**config.mk**
```make
export PLATFORM = sky130hd
export DESIGN_NAME = spy_path_delay_monitor
export DESIGN_NICKNAME = d
export VERILOG_FILES = /design/src/rtl/spy_path_delay_monitor.sv
export SDC_FILE = /design/constraint.sdc
export NUM_CORES = 1
export LEC_CHECK = 0
export BUFFER_PORTS_ARGS = -buffer_cell sky130_fd_sc_hd__buf_4
export CAP_MARGIN = 20
export CORE_UTILIZATION = 51
export CTS_BUF_LIST = sky130_fd_sc_hd__clkbuf_2 sky130_fd_sc_hd__clkbuf_4 sky130_fd_sc_hd__clkbuf_8
export CTS_CLUSTER_DIAMETER = 120
export DETAILED_ROUTE_END_ITERATION = 8
export GPL_ROUTABILITY_DRIVEN = 0
export GPL_TIMING_DRIVEN = 0
export PLACE_DENSITY = 0.78
export SLEW_MARGIN = 20
export SYNTH_ARGS = -nofsm -noshare
export SYNTH_HDL_FRONTEND = slang
export SYNTH_SLANG_ARGS = --single-unit
```
**constraint.sdc**
```tcl
create_clock -name clk -period 2.1 [get_ports clk]
set_input_delay 0 -clock clk [delete_from_list [all_inputs] [get_ports clk]]
set_output_delay 0 -clock clk [all_outputs]
set_load 0.005 [all_outputs]
```
**src/rtl/spy_path_delay_monitor.sv**
```systemverilog
// spy_path_delay_monitor
// Launch/capture controller wrapped around a spy-instrumented combinational
// path. It toggles launch_out once per trial, samples path_in CAPTURE_DLY
// edges after the launch edge and counts wrong captures separately for
// rising and falling launches.
// Optional feature: define SPY_MON_FIRSTERR_EN to build the first_err
// register (index of the first mismatching trial); otherwise first_err is 0.
// FSM state is visible on dbg_state (IDLE=0, SETTLE=1, LAUNCH=2, WAIT=3,
// EVAL=4, DONE=5).
module spy_path_delay_monitor #(
    parameter int CNT_W       = 16,
    parameter int TRIALS      = 1024,
    parameter int SETTLE_CYC  = 4,
    parameter int CAPTURE_DLY = 1,
    parameter bit INVERT      = 1'b0
) (
    input  logic             clk,
    input  logic             rst_n,
    // Control handshake: start and abort are level-sampled single-cycle
    // commands with no ready/acknowledge. start is accepted only in IDLE
    // when abort is low; abort wins over every other transition.
    input  logic             start,
    input  logic             abort,
    output logic             launch_out,
    input  logic             path_in,
    output logic             busy,
    output logic             done,
    output logic [CNT_W-1:0] trial_cnt,
    output logic [CNT_W-1:0] err_rise,
    output logic [CNT_W-1:0] err_fall,
    output logic [CNT_W-1:0] first_err,
    output logic [2:0]       dbg_state
);

    typedef enum logic [2:0] {
        S_IDLE   = 3'd0,
        S_SETTLE = 3'd1,
        S_LAUNCH = 3'd2,
        S_WAIT   = 3'd3,
        S_EVAL   = 3'd4,
        S_DONE   = 3'd5
    } state_t;

    // One shared phase counter times both SETTLE and WAIT.
    localparam int PH_MAX = (SETTLE_CYC > CAPTURE_DLY) ? SETTLE_CYC : CAPTURE_DLY;
    localparam int PH_W   = $clog2(PH_MAX + 1);
    localparam logic [PH_W-1:0]  SETTLE_LAST = PH_W'(SETTLE_CYC - 1);
    localparam logic [PH_W-1:0]  WAIT_LAST   = PH_W'(CAPTURE_DLY - 1);
    localparam logic [CNT_W-1:0] CNT_MAX     = {CNT_W{1'b1}};
    localparam logic [CNT_W-1:0] TRIALS_C    = CNT_W'(TRIALS);

    state_t            state_q, state_d;
    logic              launch_q, launch_d;
    logic              busy_q, busy_d;
    logic              done_q, done_d;
    logic              cap_q, cap_d;
    logic              dir_rise_q, dir_rise_d;
    logic [PH_W-1:0]   phase_q, phase_d;
    logic [CNT_W-1:0]  trial_q, trial_d;
    logic [CNT_W-1:0]  err_rise_q, err_rise_d;
    logic [CNT_W-1:0]  err_fall_q, err_fall_d;
    logic              mismatch;
`ifdef SPY_MON_FIRSTERR_EN
    logic [CNT_W-1:0]  first_err_q, first_err_d;
`endif

    // The captured sample is wrong when it differs from the level the path
    // should show for the current launch level.
    assign mismatch = cap_q ^ (launch_q ^ INVERT);

    // Next-state and next-counter computation for the whole controller.
    always_comb begin
        state_d    = state_q;
        launch_d   = launch_q;
        busy_d     = busy_q;
        done_d     = 1'b0;
        cap_d      = cap_q;
        dir_rise_d = dir_rise_q;
        phase_d    = phase_q;
        trial_d    = trial_q;
        err_rise_d = err_rise_q;
        err_fall_d = err_fall_q;
`ifdef SPY_MON_FIRSTERR_EN
        first_err_d = first_err_q;
`endif
        case (state_q)
            S_IDLE: begin
                // launch_out keeps its last level while idle.
                if (start && !abort) begin
                    state_d    = S_SETTLE;
                    busy_d     = 1'b1;
                    phase_d    = '0;
                    trial_d    = '0;
                    err_rise_d = '0;
                    err_fall_d = '0;
`ifdef SPY_MON_FIRSTERR_EN
                    // All-ones means "no mismatch yet"; no legal index reaches it.
                    first_err_d = CNT_MAX;
`endif
                end
            end
            S_SETTLE: begin
                if (phase_q == SETTLE_LAST) begin
                    state_d = S_LAUNCH;
                    phase_d = '0;
                end else begin
                    phase_d = phase_q + 1'b1;
                end
            end
            S_LAUNCH: begin
                // This edge is the launch edge L.
                launch_d = ~launch_q;
                state_d  = S_WAIT;
                phase_d  = '0;
            end
            S_WAIT: begin
                if (phase_q == WAIT_LAST) begin
                    // Edge L+CAPTURE_DLY: sample the raw path output.
                    cap_d      = path_in;
                    dir_rise_d = launch_q;
                    state_d    = S_EVAL;
                    phase_d    = '0;
                end else begin
                    phase_d = phase_q + 1'b1;
                end
            end
            S_EVAL: begin
                if (mismatch) begin
                    if (dir_rise_q) begin
                        if (err_rise_q != CNT_MAX) err_rise_d = err_rise_q + 1'b1;
                    end else begin
                        if (err_fall_q != CNT_MAX) err_fall_d = err_fall_q + 1'b1;
                    end
`ifdef SPY_MON_FIRSTERR_EN
                    if (first_err_q == CNT_MAX) first_err_d = trial_q;
`endif
                end
                trial_d = trial_q + 1'b1;
                if (trial_d == TRIALS_C) begin
                    state_d = S_DONE;
                    done_d  = 1'b1;
                    busy_d  = 1'b0;
                end else begin
                    state_d = S_SETTLE;
                    phase_d = '0;
                end
            end
            S_DONE: begin
                state_d = S_IDLE;
            end
            default: begin
                state_d = S_IDLE;
                busy_d  = 1'b0;
            end
        endcase

        // Abort freezes counters and the launch level and skips the done pulse.
        if (abort && (state_q != S_IDLE)) begin
            state_d    = S_IDLE;
            busy_d     = 1'b0;
            done_d     = 1'b0;
            launch_d   = launch_q;
            phase_d    = '0;
            cap_d      = cap_q;
            dir_rise_d = dir_rise_q;
            trial_d    = trial_q;
            err_rise_d = err_rise_q;
            err_fall_d = err_fall_q;
`ifdef SPY_MON_FIRSTERR_EN
            first_err_d = first_err_q;
`endif
        end
    end

    // All controller state, with asynchronous return to the reset values.
    always_ff @(posedge clk or negedge rst_n) begin
        if (!rst_n) begin
            state_q    <= S_IDLE;
            launch_q   <= 1'b0;
            busy_q     <= 1'b0;
            done_q     <= 1'b0;
            cap_q      <= 1'b0;
            dir_rise_q <= 1'b0;
            phase_q    <= '0;
            trial_q    <= '0;
            err_rise_q <= '0;
            err_fall_q <= '0;
`ifdef SPY_MON_FIRSTERR_EN
            first_err_q <= '0;
`endif
        end else begin
            state_q    <= state_d;
            launch_q   <= launch_d;
            busy_q     <= busy_d;
            done_q     <= done_d;
            cap_q      <= cap_d;
            dir_rise_q <= dir_rise_d;
            phase_q    <= phase_d;
            trial_q    <= trial_d;
            err_rise_q <= err_rise_d;
            err_fall_q <= err_fall_d;
`ifdef SPY_MON_FIRSTERR_EN
            first_err_q <= first_err_d;
`endif
        end
    end

    assign launch_out = launch_q;
    assign busy       = busy_q;
    assign done       = done_q;
    assign trial_cnt  = trial_q;
    assign err_rise   = err_rise_q;
    assign err_fall   = err_fall_q;
    assign dbg_state  = state_q;
`ifdef SPY_MON_FIRSTERR_EN
    assign first_err  = first_err_q;
`else
    assign first_err  = '0;
`endif

endmodule

```
=== Yosys cells after proc, flatten, opt, wreduce, memory -nomap -nowiden ===
Cells that the tools add are included.

* Memory bits (writable): 0
* Memories kept: 0
* Bits in latches: 0
* Register bits: 59
* Logic and storage cells: 84
* ROM bits: 0

* Shift-type cells: 0
* Div/mod/pow operators: 0
* $lt $le $gt $ge: 0
* Multipliers: 0
* Bitwise logic cells: 3
* Multiplexer cells: 29
* Equality and inequality tests: 21
* Reductions and logical operators: 17
* Add/sub/neg operators: 4

{| class="wikitable"
|+ Operators with widths
! cell !! count
|-
| $mux 16 || 7
|-
| $pmux 16 s2 || 3
|-
| $add 16x1->16 const B || 3
|-
| $ne 16x16->1 const B || 2
|-
| $mux 3 || 10
|-
| $pmux 3 s5 || 2
|-
| $eq 16x11->1 const B || 1
|-
| $ne 3x3->1 const B || 5
|-
| $reduce_and 3->1 || 5
|-
| $ne 2x2->1 const B || 6
|-
| $reduce_and 6->1 || 2
|-
| $eq 3x2->1 const B || 3
|-
| $eq 3x3->1 const B || 2
|-
| $logic_not 3->1 || 2
|-
| $mux 1 || 6
|-
| $reduce_bool 6->1 || 1
|-
| $reduce_or 4->1 || 1
|-
| $add 3x1->3 const B || 1
|-
| $eq 3x1->1 const B || 1
|-
| $pmux 1 s3 || 1
|-
| $reduce_bool 3->1 || 1
|-
| $logic_and 1x1->1 || 2
|-
| $ne 2x1->1 const B || 1
|-
| $not 1->1 || 2
|-
| 4 further kinds || 4
|}

=== Depth between registers and ports, before layout ===
Gate-level depths: netlist (run 1).

* Depth in word-level cells: 5
* Gate-level depth with buffers: 8
* Gate-level depth less buffers: 7

=== Least setup slack after synthesis (run 1) ===
No wires, ideal clock.

* Kind: register to register
* From: reg state_q[0], in the netlist dbg_state[0]
* To: reg err_fall_q[7], in the netlist err_fall[7]
* Required time: 2.022 ns
* Arrival: 1.921 ns
* Cell stages (with the launch flop): 7
* Path slack: 0.101 ns
* Setup time: 0.078 ns
* Clock period less this slack: 1.999 ns
* Buffers on the path: 1
* Cells stage by stage: dfrtp_1 or2_2 a2111oi_4 o211ai_2 buf_2 or3_1 a21oi_1

* Longest elaborated chain between the ends: 4

{| class="wikitable"
|+ Ends and longest elaborated chain
! item !! RTL line !! source
|-
| start, declared || 52 || <nowiki>state_t state_q, state_d;</nowiki>
|-
| start signal, assigned || 192 || <nowiki>state_q <= state_d;</nowiki>
|-
| parallel branches: the longest is 4 deep, another holds $reduce_and 6->1 || -- ||
|-
| end signal, assigned || 201 || <nowiki>err_fall_q <= err_fall_d;</nowiki>
|-
| end, declared || 61 || <nowiki>logic [CNT_W-1:0] err_fall_q, err_fall_d;</nowiki>
|}

Parallel ways; which one is timed is not known.
A chain may end at the register's enable or synchronous reset.

=== Worst setup path after layout (run 1) ===
* From: reg trial_q[4], in the netlist trial_cnt[4]
* To: reg done_q, in the netlist done

* Longest elaborated chain between the ends: 5

{| class="wikitable"
|+ Ends and longest elaborated chain
! item !! RTL line !! source
|-
| start, declared || 59 || <nowiki>logic [CNT_W-1:0] trial_q, trial_d;</nowiki>
|-
| start signal, assigned || 199 || <nowiki>trial_q <= trial_d;</nowiki>
|-
| $add 16x1->16 || 138 || <nowiki>trial_d = trial_q + 1'b1;</nowiki>
|-
| $eq 16x11->1 || 139 || <nowiki>if (trial_d == TRIALS_C) begin</nowiki>
|-
| $mux 1 || 139 ||
|-
| $mux 1 || 86 || <nowiki>case (state_q)</nowiki>
|-
| $mux 1 || 158 || <nowiki>if (abort && (state_q != S_IDLE)) begin</nowiki>
|-
| named net done_d || 55 || <nowiki>logic done_q, done_d;</nowiki>
|-
| end signal, assigned || 195 || <nowiki>done_q <= done_d;</nowiki>
|-
| end, declared || 55 ||
|}

The timed path passes the listed nets, and every way through them passes these cells.

==> reports/results.tsv, run 1 <==
stage	metric	value	unit
routing	drtIter0Drc	188	
placed_design	hpwl	5879	um
timing	fin_ws	0.07740	ns
routing	wl_per_cell	16.08	um
cts	clk_latency	0.34	ns
synth	yosysSeqAreaShare	41.95	%
layout	n_antenna_cell	0	
critical_path	cp-end-kind	register	
cts	cts.clk_slew.worst_paths	0.07	ns
synth	yosysWarnings	0	
pwr	seqPwrFrac	45.0	%
pwr	swShare	23.56	%
timing	skew	0.01090	ns
critical_path	worstSetupPathType	register to register	
global_routing	antenna_found_initial	0	
critical_path	r2r-start	trial_cnt[4]$_DFFE_PN0P_	
layout	regArea	1486	um^2
die	die_area	7238	um^2
pwr	p_leak	2.116	nW
layout	multi_input_area	2033	um^2
routing	drt_wl_total	9163	um
critical_path	required	2.38	ns
routing	postRouteAntennaNets	0	
layout	fill_cells	466	
global_routing	gr-usage-met2	42.45	%
timing	hold_viol_final	0	
job	cap_violations	0	
global_routing	grt_pass1_wl	14140	um
critical_path	cp_top_family	simple AND/OR/NAND/NOR gates	
routing	dr.pass1.iters	4	
pwr	p_total	2.614	mW
synth	syn_area	3520	um^2
routing	routed_via_density	5.988	
worst_hold_path	hold_depth	2	
die	row_count	29	
pwr	p_switching	0.6159	mW
timing	tns	0	ns
pwr	p_comb_share	9.5	%
timing	slew_violations	0	
cts	clk_path_buf_depth	2	
cts	cts_buffers	9	
routing	dr_total_vias	3413	
critical_path	arrival	2.30	ns
synth	synth_area_per_cell	9.002	um^2
global_routing	grt-ovfl-total	0	
synth	synth_edf_count	0	
layout	fin_area	4618	um^2
timing	max_freq	494.4	MHz
synth	synth_flop_cell	dfrtp_1	
global_routing	first_global_vias	3006	
cts	cts_root_buf	clkbuf_8	
die	die_h	85.08	um
timing	finalSetupViolCount	0	
timing	period_share	96.31	%
synth	synth_seq_cells	59	
layout	drive_gt1_share	30.02	%
worst_hold_path	hp-class	input port to register	
pwr	ir_drop	0.3547	mV
critical_path	critical_path_buf_inv_count	2	
timing	tightest_slew	0.7571	ns
timing	whs	0.02238	ns
worst_hold_path	min_from	abort	
critical_path	crit_fanout	8	
synth	syn-instance-count	391	
timing	fin_crit	2.023	ns
placed_design	dp_slack	-0.3785	ns
critical_path	cp_slowest_cell	or3_4	
routing	drc	0	
synth	synth_cell_types	54	
die	start_util	54.19	%
layout	nNetsFinal	501	
global_routing	grt_max_degree	60	
placed_design	portBuffers	57	
die	coreArea	6495	um^2
pwr	p_int	1.998	mW
global_routing	use_met3	5.253	%
placed_design	place_area	4100	um^2
critical_path	slowest_delay	0.45	ns
global_routing	use_met1	30.86	%
critical_path	crit_start	trial_cnt[4]$_DFFE_PN0P_	
global_routing	groute.usage.overall	24.87	%
pwr	power_density	566.0	nW/um^2
critical_path	r2r_cells	7	
critical_path	critPathLaunchType	register	
cts	cts_sinks	59	
synth	async_reset_ff_share	100.0	%
die	die_w	85.08	um
critical_path	path_cells	buf_6 -> nand4_1 -> or3_4 -> a311oi_4 -> o2111ai_4 -> buf_4 -> nor2_1	
cts	htreeDepth	3	
cts	cts_tree	done	
critical_path	crit_cells	7	
timing	max-slew-margin-rel	49.53	%
pwr	power_frac_clock	45.5	%
layout	area.growth.synth_to_final	31.21	%
run_status	status	complete, no violations	
die	io_pins	75	
global_routing	top_usage_layer	met2	
through the flow:
| step | instances | utilization, % |
|---|---|---|
| after detailed placement | 540 | 63.13 |
| after global placement | 540 | 63.13 |
| after CTS | 561 | 68.20 |
| after floorplan | 406 | - |
| final | 570 | 71.10 |
| after global routing | 570 | 71.10 |
placed cells by master, fill, tap and decap left out, types with 11 or more instances in the layout:
cell / n
inv_1: 11
a21oi_1: 20
nand3_1: 19
o31ai_1: 12
buf_4: 88
nand4_1: 12
conb_1: 16
and3_1: 12
nand2_1: 33
dfrtp_1: 51
nor2_1: 29
o21ai_0: 33
kinds of logic after synthesis:
kind of cell / Yosys count / synth area share, %
multiplexers: 8 / 2.346
XOR/XNOR: 15 / 3.732
other: 1 / 0.1065
adder cells (fa/ha/maj): 7 / 2.488
AO/OA/AOI/OAI: 102 / 19.94
AND/OR/NAND/NOR: 158 / 23.21
flip-flops: 59 / 41.95
buffers and inverters: 41 / 6.221
sequential cells by signal (all words and copies together), names as in the netlist:
name	count
dir_rise_q	1
launch_out	1
dbg_state	3
done	1
phase_q	3
err_rise	16
trial_cnt	16
err_fall	16
cap_q	1
busy	1
area by class of cell:
type                            instances  area share (%)
Tap cell                               77           2.086
Timing Repair Buffer                   73           11.98
Clock inverter                          2           1.300
Multi-Input combinational cell        306           44.03
Sequential cell                        59           32.19
Clock buffer                           13           3.468
Inverter                               11          0.8941
Buffer                                 29           4.064
synthesized netlist by cell type, types with 6 or more instances:
cell type	number	area [um^2]
o21ai_0	33	165.2
a21oi_1	21	105.1
inv_1	11	41.29
o2111ai_1	9	78.83
buf_4	16	120.1
mux2i_1	6	60.06
nand4_1	12	75.07
nand2_1	34	127.6
nor2_1	31	116.4
or4_1	7	52.55
and3_1	13	81.33
clkbuf_1	10	37.54
nand3_1	21	105.1
nor3_1	7	35.03
or3_1	7	43.79
xor2_1	11	96.34
ha_1	7	87.58
o31ai_1	13	97.59
dfrtp_1	59	1476
worst paths after layout:
kind | to | slack, ns
hold reg to reg | trial_cnt[6]$_DFFE_PN0P_ | 0.56
setup / recovery | done$_DFF_PN0_ | 0.08
hold / removal | dbg_state[0]$_DFFE_PN0P_ | 0.02
max in group asynchronous | launch_out$_DFFE_PN0P_ | 1.28
setup reg to reg | done$_DFF_PN0_ | 0.08
min in group asynchronous | err_rise[5]$_DFFE_PN0P_ | 0.27
what timing repair did:
action	CTS	global route
pin swaps	3	10
hold endpoints to repair	60	0
buffers inserted	5	9
endpoints found under the setup margin	48	22
resized for setup	15	34
hold buffers	2	0
power by group through the flow:
stage	Clock, mW	Combinational [mW]	Sequential (mW)
after global placement	0	0.203	1.19
after detailed placement	0	0.207	1.19
after CTS	1.19	0.215	1.17
final	1.19	0.248	1.18
after global routing	1.24	0.273	1.18
after floorplan	0	0.134	1.19
layer usage:
layer,up-vias,share of wire [%]
li1,1624,-
met1,1654,42
met2,122,51
met3,13,5.5
met4,0,1.5
met5,-,0
(Power assumes the default switching activity.)
==> run 2: changes to the inputs <==
--- a/config.mk
+++ b/config.mk
@@ -5,15 +5,16 @@
 export SDC_FILE = /design/constraint.sdc
 export NUM_CORES = 1
 export LEC_CHECK = 0
+export ABC_AREA = 1
 export BUFFER_PORTS_ARGS = -buffer_cell sky130_fd_sc_hd__buf_4
 export CAP_MARGIN = 20
-export CORE_UTILIZATION = 51
+export CORE_UTILIZATION = 52
 export CTS_BUF_LIST = sky130_fd_sc_hd__clkbuf_2 sky130_fd_sc_hd__clkbuf_4 sky130_fd_sc_hd__clkbuf_8
 export CTS_CLUSTER_DIAMETER = 120
 export DETAILED_ROUTE_END_ITERATION = 8
 export GPL_ROUTABILITY_DRIVEN = 0
 export GPL_TIMING_DRIVEN = 0
-export PLACE_DENSITY = 0.78
+export PLACE_DENSITY_LB_ADDON = 0.2
 export SLEW_MARGIN = 20
 export SYNTH_ARGS = -nofsm -noshare
 export SYNTH_HDL_FRONTEND = slang
==> run 2 against run 1 <==
Compared with the run above:
- count of clock-buffer cells in the layout decreased by 4
- synthesized cell count increased by 21%
- critical path depth increased by 4
- largest cell class unchanged
- core utilization decreased by 3.4 points
==> reports/results.tsv, run 2 <==
stage	metric	value	unit
run_status	status	complete, no violations	
synth	yosysSeqAreaShare	40.72	%
job	cap_violations	0	
cts	cts.clk_slew.worst_paths	0.07	ns
routing	drt_wl_total	8475	um
layout	drive_gt1_share	25.65	%
critical_path	worstSetupPathType	register to register	
synth	yosysMostFrequentCell	nand2_1	
synth	synth_cell_types	34	
critical_path	r2r-end	phase_q[1]$_DFFE_PN0P_	
synth	synth_area_per_cell	7.634	um^2
critical_path	crit_fanout	5	
critical_path	crit_cells	11	
global_routing	grt_max_degree	60	
critical_path	slowest_delay	0.43	ns
global_routing	groute.usage.overall	24.16	%
cts	cts_root_buf	clkbuf_8	
synth	async_reset_ff_share	100.0	%
placed_design	place_area	4218	um^2
synth	synth_edf_count	0	
timing	tightest_slew	0.7387	ns
timing	slew_violations	0	
die	row_count	30	
routing	dr.pass1.iters	6	
synth	synth_top_area_share	40.72	%
placed_design	dp_slack	-0.05167	ns
die	io_pins	75	
critical_path	cp-end-kind	register	
critical_path	r2r_cells	11	
global_routing	first_global_vias	3141	
die	coreArea	6756	um^2
global_routing	grt_pass1_wl	14090	um
synth	syn_area	3626	um^2
layout	fin_area	4573	um^2
cts	clk_latency	0.35	ns
timing	skew	0.009930	ns
critical_path	r2r-start	trial_cnt[0]$_DFFE_PN0P_	
cts	clk_path_buf_depth	2	
timing	max-slew-margin-rel	50.75	%
critical_path	crit_start	trial_cnt[0]$_DFFE_PN0P_	
critical_path	critical_path_buf_inv_count	0	
synth	syn-instance-count	475	
synth	synth_common_cells	nand2_1 (106), dfrtp_1 (59), inv_1 (58), nor2_1 (52), nand3_1 (31)	
critical_path	required	2.39	ns
placed_design	hpwl	6134	um
routing	dr_total_vias	3464	
layout	nNetsFinal	581	
pwr	power_density	900.6	nW/um^2
layout	fill_cells	566	
timing	period_share	93.33	%
cts	cts_sinks	59	
layout	layout_common_cells	nand2_1 (105), buf_4 (82), inv_1 (58)	
routing	postRouteAntennaNets	0	
layout	multi_input_area	1861	um^2
synth	synth_flop_cell	dfrtp_1	
critical_path	critPathLaunchType	register	
routing	routed_via_density	5.305	
synth	yosys.area.top_type	dfrtp_1	
worst_hold_path	hp-class	input port to register	
global_routing	antenna_found_initial	0	
cts	htreeDepth	3	
timing	finalSetupViolCount	0	
global_routing	grt-ovfl-total	0	
cts	cts_tree	done	
critical_path	arrival	2.25	ns
timing	whs	0.02339	ns
placed_design	portBuffers	58	
die	die_w	85.51	um
critical_path	path_cells	ha_1 -> nand3_1 -> xor2_1 -> nand2_1 -> nor2_1 -> nand3_1 -> nor2_2 -> nand3_1 -> nand2_2 -> nand2_1 -> nand2_1	
layout	area.growth.synth_to_final	26.12	%
routing	drc	0	
cts	cts_buffers	9	
layout	instances_no_fill	653	
synth	synth_seq_cells	59	
critical_path	cp_top_family	simple AND/OR/NAND/NOR gates	
routing	wl_per_cell	12.98	um
die	die_h	85.51	um
timing	max_freq	510.2	MHz
critical_path	cp_slowest_cell	dfrtp_2	
layout	regArea	1479	um^2
critical_path	reg2reg_slack	0.14	ns
timing	hold_viol_final	0	
routing	drtIter0Drc	186	
placed_design	dp_cells	628	
pwr	p_leak	2.215	nW
synth	yosysWarnings	0	
layout	final_common_cell	nand2_1	
timing	fin_ws	0.1400	ns
synth	synth_area_leaders	dfrtp_1 (41%), nand2_1 (11%), inv_1 (6.0%), nor2_1 (5.4%), nand3_1 (4.3%)	
layout	n_antenna_cell	0	
die	start_util	53.67	%
die	die_area	7311	um^2
pwr	ir_drop	0.6295	mV
critical_path	cp-endpoint	phase_q[1]$_DFFE_PN0P_	
timing	fin_crit	1.960	ns
run 2: cell count changes after synthesis, sizes merged, moves of 6 or more:
cell,delta
nand2,+81
nor2,+33
o22ai,+10
o2111ai,-9
or3,-7
inv,+54
nand3,+13
or4,-7
and3,-13
clkbuf,-10
mux2i,-6
o21ai,-7
run 2: worst min path at each step:
stage	startpoint	endpoint	slack [ns]	cells after the start
after CTS	abort	trial_cnt[1]$_DFFE_PN0P_	0.02	4
after global routing	abort	trial_cnt[1]$_DFFE_PN0P_	0.06	4
after global placement	rst_n	trial_cnt[7]$_DFFE_PN0P_	0.12	1
after floorplan	rst_n	busy$_DFFE_PN0P_	-0.30	0
after detailed placement	rst_n	trial_cnt[6]$_DFFE_PN0P_	0.12	1
final	abort	trial_cnt[1]$_DFFE_PN0P_	0.02	4
run 2: stage by stage:
step	power [mW]	setup TNS, ns	utilization (%)
final	4.119	0	67.69
after global routing	4.363	-0.06635	67.69
after CTS	4.078	0	66.22
after detailed placement	2.836	-0.3502	62.43
after global placement	2.802	0	62.43
after floorplan	2.369	0	-
run 2: cells by family after synthesis:
family,share of synthesized area (%)
AND/OR/NAND/NOR,32.26
XOR/XNOR,2.899
buffers and inverters,10.73
flip-flops,40.72
adder cells (fa/ha/maj),2.415
AO/OA/AOI/OAI,10.25
multiplexers,0.6211
other,0.1034
run 2: tightest hold or removal path, cell delays in order:
cell     delay (ns)
buf_4          0.14
nor2_4         0.08
nand2_1        0.06
nand2_1        0.05
run 2: area by class of cell:
| cell class | instances | share of cell area [%] |
|---|---|---|
| Clock inverter | 6 | 2.298 |
| Sequential cell | 59 | 32.34 |
| Multi-Input combinational cell | 346 | 40.68 |
| Timing Repair Buffer | 68 | 11.27 |
| Inverter | 65 | 5.335 |
| Clock buffer | 9 | 2.709 |
| Buffer | 20 | 3.174 |
| Tap cell | 80 | 2.189 |
run 2: report_power, final:
part	internal, mW	leakage, nW	switching (mW)
Sequential	1.32	0.801	0.233
Combinational	0.565	1.29	0.759
Clock	0.775	0.119	0.469
run 2: per-layer routing:
layer / wire (um) / GRT usage (%) / vias to the layer above
met3: 407 / 5.005 / 14
met2: 4127 / 39.71 / 93
met1: 3829 / 32.09 / 1642
li1: - / - / 1715
met5: 0 / 0 / -
met4: 111 / 7.879 / 0
run 2: what timing repair did:
action,4_1_cts,5_1_grt
setup endpoints to repair,12,27
buffers inserted,0,8
endpoints found under the hold margin,60,0
pin swaps,0,4
gates resized for setup,2,14
cloned,0,0
hold buffers,2,0
==> run 3: changes to the inputs <==
--- a/config.mk
+++ b/config.mk
@@ -15,6 +15,7 @@
 export GPL_ROUTABILITY_DRIVEN = 0
 export GPL_TIMING_DRIVEN = 0
 export PLACE_DENSITY_LB_ADDON = 0.2
+export RECOVER_POWER = 25
 export SLEW_MARGIN = 20
 export SYNTH_ARGS = -nofsm -noshare
 export SYNTH_HDL_FRONTEND = slang
==> run 3 against run 2 <==
Compared with the run above:
- sequential power about the same
- sequential cell count did not move
- non-clock buffer count unchanged
- critical endpoint unchanged
- register-to-register slack hardly changed
- count of clock-buffer cells in the layout unchanged
- first-iteration DRC count rose by 2.7%
- clock power about the same
- worst hold slack about the same
- power fell by 0.20%
- final area barely moved
==> reports/results.tsv, run 3 (synthesis gave the netlist of run 2 again) <==
stage	metric	value	unit
worst_hold_path	min_from	abort	
critical_path	reg2reg_slack	0.14	ns
routing	drc	0	
critical_path	r2r-end	phase_q[1]$_DFFE_PN0P_	
critical_path	worstSetupPathType	register to register	
pwr	p_leak	2.212	nW
routing	drtIter0Drc	191	
worst_hold_path	min_to	trial_cnt[1]$_DFFE_PN0P_	
die	die_h	85.51	um
run_status	status	complete, no violations	
die	die_w	85.51	um
job	cap_violations	0	
cts	clk_latency	0.35	ns
routing	routed_via_density	5.279	
cts	cts_buffers	9	
cts	clk_path_buf_depth	2	
timing	period_share	93.33	%
global_routing	antenna_found_initial	0	
cts	cts.clk_slew.worst_paths	0.07	ns
critical_path	slowest_delay	0.43	ns
critical_path	cp-end-kind	register	
layout	fill_cells	567	
global_routing	grt_pass1_wl	14090	um
timing	finalSetupViolCount	0	
placed_design	portBuffers	58	
timing	max_freq	510.2	MHz
critical_path	crit_fanout	5	
layout	layout_common_cells	nand2_1 (105), buf_4 (77), inv_1 (58)	
placed_design	dp_cells	628	
global_routing	grt_max_degree	60	
global_routing	first_global_vias	3141	
timing	max-slew-margin-rel	3.795	%
timing	fin_ws	0.1402	ns
critical_path	r2r-start	trial_cnt[0]$_DFFE_PN0P_	
die	row_count	30	
layout	fin_util	67.65	%
timing	slew_violations	0	
routing	drt_wl_total	8467	um
routing	dr.pass1.iters	6	
cts	cts_root_buf	clkbuf_8	
global_routing	gr-usage-met2	39.71	%
cts	cts_tree	done	
timing	tns	0	ns
layout	fin_area	4571	um^2
pwr	ir_drop	0.6249	mV
global_routing	groute.usage.overall	24.16	%
pwr	power_density	899.4	nW/um^2
global_routing	top_usage_layer	met2	
placed_design	place_area	4218	um^2
die	io_pins	75	
die	coreArea	6756	um^2
critical_path	arrival	2.24	ns
critical_path	cp_slowest_cell	dfrtp_2	
timing	fin_crit	1.960	ns
layout	instances_no_fill	653	
routing	wl_per_cell	12.97	um
layout	drive_gt1_share	25.65	%
routing	dr_total_vias	3447	
cts	htreeDepth	3	
critical_path	crit_start	trial_cnt[0]$_DFFE_PN0P_	
layout	nNetsFinal	581	
placed_design	hpwl	6134	um
critical_path	path_cells	ha_1 -> nand3_1 -> xor2_1 -> nand2_1 -> nor2_1 -> nand3_1 -> nor2_2 -> nand3_1 -> nand2_2 -> nand2_1 -> nand2_1	
layout	final_common_cell	nand2_1	
timing	hold_viol_final	0	
global_routing	use_met3	5.005	%
die	die_area	7311	um^2
layout	n_antenna_cell	0	
timing	skew	0.007548	ns
routing	postRouteAntennaNets	0	
placed_design	dp_slack	-0.05167	ns
worst_hold_path	hp-class	input port to register	
timing	tightest_slew	1.443	ns
global_routing	use_met1	32.09	%
worst_hold_path	hold_depth	4	
critical_path	critPathLaunchType	register	
global_routing	grt-ovfl-total	0	
critical_path	r2r_cells	11	
cts	cts_sinks	59	
critical_path	required	2.38	ns
layout	area.growth.synth_to_final	26.05	%
die	start_util	53.67	%
==> run 3: layer usage <==
layer	wire, um	vias to the layer above
li1	-	1715
met1	3834	1628
met2	4115	90
met3	405	14
met4	111	0
met5	0	-
==> run 3: worst max-delay path by stage <==
stage,end,slack [ns],depth (start not counted)
floorplan,err_rise[4]$_DFFE_PN0P_,0.32,12
global placement,trial_cnt[11]$_DFFE_PN0P_,0.02,9
detailed placement,trial_cnt[11]$_DFFE_PN0P_,-0.05,9
CTS,trial_cnt[11]$_DFFE_PN0P_,0.02,9
global route,phase_q[1]$_DFFE_PN0P_,-0.03,11
finish,phase_q[1]$_DFFE_PN0P_,0.14,11
==> run 3: per-stage QoR <==
| step | total power [mW] | hold WS, ns |
|---|---|---|
| after detailed placement | 2.836 | 0.1199 |
| after global routing | 4.360 | 0.06092 |
| after global placement | 2.802 | 0.1165 |
| final | 4.111 | 0.02336 |
| after CTS | 4.078 | 0.02291 |
| after floorplan | 2.369 | -0.2956 |
==> run 3: area by class of cell <==
class	instances	area (um^2)	share of cell area (%)
flip-flops and latches	59	1479	32.36
clock inverters	6	105.1	2.299
repair buffers	68	513.0	11.22
clock buffers	9	123.9	2.710
well taps	80	100.1	2.190
multi-input cells	346	1861	40.71
plain buffers	20	145.1	3.175
inverters	65	244.0	5.338
==> run 3: critical path: cells and delay by family, from the launching register on <==
family | cells | cell delay (ns)
fa+ha+maj | 1 | 0.24
simple gates | 9 | 0.98
xor+xnor | 1 | 0.26
flops | 1 | 0.43
==> run 3: what timing repair did <==
action	CTS	global route
hold buffers	2	0
endpoints found under the hold margin	60	0
pin swaps	0	4
setup endpoints to repair	12	27
buffers inserted	0	8
gates resized for setup	2	14
==> run 3: power by group <==
group | total [mW] | internal (mW) | leakage (nW) | switching, mW
Clock | 1.24 | 0.775 | 0.119 | 0.464
Combinational | 1.32 | 0.563 | 1.29 | 0.759
Sequential | 1.55 | 1.32 | 0.801 | 0.232
Total | 4.11 | 2.66 | 2.21 | 1.45
